File: src/rtl/router_pkg.sv
// router_pkg: shared types and constants for the 1x3 router output scheduler
package router_pkg;
    typedef enum logic [1:0] {IDLE, PEND, FLUSH} port_state_e;
    localparam int NPORT = 3;
    localparam logic [1:0] ADDR_INVALID = 2'b11;
    localparam int TIMEOUT_DEF = 30;
endpackage

File: src/rtl/router_port_timer.sv
// router_port_timer: per-port pending/timeout FSM that flushes an unread FIFO
module router_port_timer
    import router_pkg::*;
#(
    parameter int TIMEOUT = TIMEOUT_DEF
) (
    input  logic clk,
    input  logic rst,
    input  logic fifo_empty,
    input  logic read_enb,
    output logic vld_out,
    output logic soft_rst
);
    localparam int CW = $clog2(TIMEOUT);
    port_state_e state_q, state_d;
    logic [CW-1:0] cnt_q, cnt_d;
    always_ff @(posedge clk) begin
        if (rst) begin
            state_q <= IDLE;
            cnt_q   <= '0;
        end else begin
            state_q <= state_d;
            cnt_q   <= cnt_d;
        end
    end
    always_comb begin
        state_d = state_q;
        cnt_d   = '0;
        case (state_q)
            IDLE: state_d = fifo_empty ? IDLE : PEND;
            PEND: begin
                // empty wins over read, read wins over timeout
                if (fifo_empty) state_d = IDLE;
                else if (!read_enb && cnt_q == CW'(TIMEOUT - 1)) state_d = FLUSH;
                else if (!read_enb) cnt_d = cnt_q + CW'(1);
            end
            default: state_d = IDLE;
        endcase
    end
    assign vld_out  = (state_q == PEND);
    assign soft_rst = (state_q == FLUSH);
endmodule

File: src/rtl/router_port_sched.sv
// router_port_sched: latches the destination, steers writes to one of three FIFOs
// and runs a timeout flush per output port
module router_port_sched
    import router_pkg::*;
#(
    parameter int TIMEOUT = TIMEOUT_DEF
) (
    input  logic             clk,
    input  logic             rst,
    input  logic             detect_addr,
    input  logic [1:0]       din,
    input  logic             write_enb_reg,
    input  logic [NPORT-1:0] read_enb,
    input  logic [NPORT-1:0] fifo_empty,
    input  logic [NPORT-1:0] fifo_full_in,
    output logic [NPORT-1:0] write_enb,
    output logic             fifo_full,
    output logic [NPORT-1:0] vld_out,
    output logic [NPORT-1:0] soft_rst
);
    logic [1:0] addr_q, addr_d;
    logic       addr_vld_q, addr_vld_d;
    assign addr_d     = (detect_addr && din != ADDR_INVALID) ? din : addr_q;
    assign addr_vld_d = detect_addr ? (din != ADDR_INVALID) : addr_vld_q;
    always_ff @(posedge clk) begin
        if (rst) begin
            addr_q     <= '0;
            addr_vld_q <= 1'b0;
        end else begin
            addr_q     <= addr_d;
            addr_vld_q <= addr_vld_d;
        end
    end
    // addr_q only ever holds a valid port, so the index stays in range
    assign fifo_full = addr_vld_q & fifo_full_in[addr_q];
    for (genvar p = 0; p < NPORT; p++) begin : g_port
        router_port_timer #(.TIMEOUT(TIMEOUT)) u_timer (
            .clk       (clk),
            .rst       (rst),
            .fifo_empty(fifo_empty[p]),
            .read_enb  (read_enb[p]),
            .vld_out   (vld_out[p]),
            .soft_rst  (soft_rst[p])
        );
        assign write_enb[p] = write_enb_reg & addr_vld_q & (addr_q == 2'(p)) & ~soft_rst[p];
    end
endmodule

File: config.mk
export PLATFORM = sky130hd
export DESIGN_NAME = router_port_sched
export DESIGN_NICKNAME = d
export VERILOG_FILES = /design/src/rtl/router_pkg.sv /design/src/rtl/router_port_timer.sv /design/src/rtl/router_port_sched.sv
export SDC_FILE = /design/constraint.sdc
export NUM_CORES = 1
export LEC_CHECK = 0
export CORE_ASPECT_RATIO = 0.6
export CORE_MARGIN = 2
export CORE_UTILIZATION = 47
export CTS_CLUSTER_SIZE = 25
export DETAILED_ROUTE_END_ITERATION = 16
export PLACE_DENSITY = 0.81
export SYNTH_ARGS = -nofsm -noshare
export SYNTH_HDL_FRONTEND = slang
export SYNTH_HIERARCHICAL = 1
export SYNTH_SLANG_ARGS = --single-unit
export TNS_END_PERCENT = 100
File: constraint.sdc
create_clock -name clk -period 1.67 [get_ports clk]
set_input_delay 0.334 -clock clk [delete_from_list [all_inputs] [get_ports clk]]
set_output_delay 0.334 -clock clk [all_outputs]
set_load 0.02 [all_outputs]
==> flow_metrics.tcl, run 1 <==
set metrics [dict create \
    status "completed" \
    synth_compound_area_share_pct 6.71 \
    hold_class "reg -> reg" \
    final_cell_area_mm2 0.00135 \
    grt_pass1_wl_mm 3.35 \
    setup_viol_count_final 0 \
    synthMuxAreaShare_pct 0.976 \
    num_vias 823 \
    finalCriticalPeriod_ns 1.63 \
    crit_type "reg -> reg" \
    synth_simple_gate_area_share_pct 28.3 \
    maxSlewViolCount 0 \
    grt_setup_unrepaired "yes" \
    grt_antenna_before_repair 0 \
    yosysWarningCount 6 \
    wl_per_cell_um 11.8 \
    synth-seq-area-share_pct 46.8 \
    cp-start-kind "register" \
    drtIter0Drc 9 \
    drive_gt1_share_pct 16.4 \
    finalClockSkew_ns 0.00902 \
    vias_per_cell 5.02 \
    cts.htree.levels 1 \
    grt_usage_pct 17.4 \
    cp.buffers_inverters 1 \
    cpPeakStageDelay_ns 0.53 \
    finalHoldViolations 0 \
    ys_seq_elements 24 \
    synth_nets 125 \
    start_util_pct 48.5 \
    synth_top_family_by_area "simple AND/OR/NAND/NOR gates" \
    cpMaxStageDelayCell "or4b_4" \
    numCtsBuffers 3 \
    place_area_mm2 0.00132 \
    power_w 0.000982 \
    post_cts_buffers 0 \
    die_x_um 64.3 \
    diodes 0 \
    final_common_cell "dfxtp_1" \
    cts_tree "done" \
    die_area_mm2 0.00258 \
    required_ns 1.92 \
    gr-total-overflow 0 \
    synthToLayoutAreaGrowth_pct 31.3 \
    cts-root-buf "clkbuf_4" \
    cp.arrival_ns 1.88 \
    yosys.area_share.adder_pct 7.32 \
    insertion_delay_ns 0.31 \
    cap_violations 0 \
    crit_chain "buf_4 > or4b_4 > or3b_4 > nor2_2" \
    drtAntennaViolNets 0 \
    mostFrequentLayoutCells "21 x dfxtp_1, 17 x nor2_1, 13 x clkdlybuf4s50_1" \
    ys_types 23 \
    syn_area_mm2 0.00103 \
    core_mm2 0.00211 \
    path_delay_family "simple AND/OR/NAND/NOR gates" \
    period_share_pct 97.6 \
    numClockSinks 24 \
    worst_slew_pin_slew_ns 0.362 \
    max_clock_freq_mhz 613 \
    power_density_mw_per_mm2 729 \
    detailed_place_hpwl_mm 1.51 \
    rows 13 \
    leakage_nw 0.533 \
    wirelength_mm 1.93 \
    die_height_um 40.2 \
    grt_pass1_vias 797 \
    path_clk_slew_ns 0.12 \
    cts.path.max_buffers 2 \
    grt_max_degree 14 \
    nets 156 \
    avgSynthCellArea_um2 9.87 \
    place.gp.congestion 0.701 \
    peakVddDrop_v 0.000443 \
    placement.io_buffers 24 \
    ios 25 \
    slew_headroom_pct 75.2 \
    route.detailed.drc 0 \
    drt_first_pass_iters 2 \
    endpoint_kind "register" \
    synthXorXnorAreaFrac_pct 7.68 \
    synthCells 104 \
    crit_fanout 5 \
    cts_hold_buf 0 \
]
[worst register-to-register path, cell delays in order (launching register included)]
cell and delay, ns:
dfxtp_2 0.34, buf_4 0.13, or4b_4 0.53, or3b_4 0.45
nor2_2 0.13
[sequential cells by signal, summed over array words and instances (netlist names)]
register / flops
addr_vld_q: 1
g_port.u_timer/state_q: 6
g_port.u_timer/cnt_q: 15
addr_q: 2
[final timing paths]
path | startpoint | to | slack (ns) | cells past startpoint
hold / removal | g_port[2].u_timer/state_q[1] | g_port[2].u_timer/state_q[0] | 0.49 | 1
setup reg to reg | g_port[1].u_timer/state_q[1] | g_port[1].u_timer/cnt_q[4] | 0.04 | 4
hold reg to reg | g_port[2].u_timer/state_q[1] | g_port[2].u_timer/state_q[0] | 0.49 | 1
setup / recovery | g_port[1].u_timer/state_q[1] | g_port[1].u_timer/cnt_q[4] | 0.04 | 4
[power breakdown]
part / internal [W] / total (W) / switching [W]
sequential: 0.000583 / 0.000594 / 0.0000111
combinational: 0.0000531 / 0.0000911 / 0.0000380
clock: 0.000133 / 0.000297 / 0.000164
[routing by layer]
metal	vias up	wire (µm)	global-route usage, %
met5	-	0	0
met4	0	0	7.98
met3	0	89	5.34
met2	17	889	29.4
met1	380	948	21.2
li1	426	-	-
[cells in the mapped netlist]
master     number  area share [%]
nor3_1          4             2.0
a211oi_1        1            0.73
or3b_4          3             3.3
nand4_1         3             1.8
xnor2_1         3             2.6
nor2b_1         4             2.4
inv_1           6             2.2
ha_1            6             7.3
dfxtp_1        24              47
nand2b_1        2             1.2
and2b_1         3             2.2
nor4_2          1             1.2
o211a_1         1            0.98
nand2_1         2            0.73
a311oi_1        1            0.85
nor2_1         19             7.0
xor2_1          6             5.1
mux2i_1         1            0.98
or4b_1          3             2.9
nand3_1         6             2.9
nor4_1          1            0.61
o32ai_2         1             1.6
a2111oi_0       3             2.6
[through the flow]
stage / setup slack [ns] / hold WS [ns] / utilization, % / TNS [ns] / std cells
3_3_place_gp: -0.349 / 0.445 / 62.4 / -6.39 / 160
6_report: 0.0398 / 0.485 / 63.7 / 0 / 164
5_1_grt: -0.0151 / 0.498 / 63.7 / -0.0463 / 164
3_5_place_dp: -0.416 / 0.463 / 62.4 / -7.07 / 160
2_1_floorplan: 0.136 / 0.407 / - / 0 / 104
4_1_cts: 0.00590 / 0.490 / 63.1 / 0 / 164
[area by class of cell]
cell class / count / area (µm²)
tap: 30 / 37.5
sequential: 24 / 484
fill: 176 / 767
clock buffer: 4 / 36.3
inverter: 6 / 22.5
multi-input combinational: 74 / 538
timing repair buffer: 26 / 229
[kinds of logic (layout without fill, tap and decap cells)]
group / Yosys count / count (layout)
xor gates and xnor gates: 9 / 9
muxes: 1 / 1
and+or+nand+nor: 51 / 51
buffers and inverters: 6 / 36
adders and majority gates: 6 / 6
DFF: 24 / 24
AOI/OAI and AO/OA: 7 / 7
[repair_timing]
item | in CTS | in global routing
pin swaps | 0 | 2
resized for setup | 26 | 9
setup endpoints to repair | 25 | 7
(Power assumes the default switching activity.)
==> run 2: changes to the inputs <==
Settings changed: CAP_MARGIN set to 20.
==> results of run 2 <==
No change in the layout: final DEF, timing and power equal those of run 1.
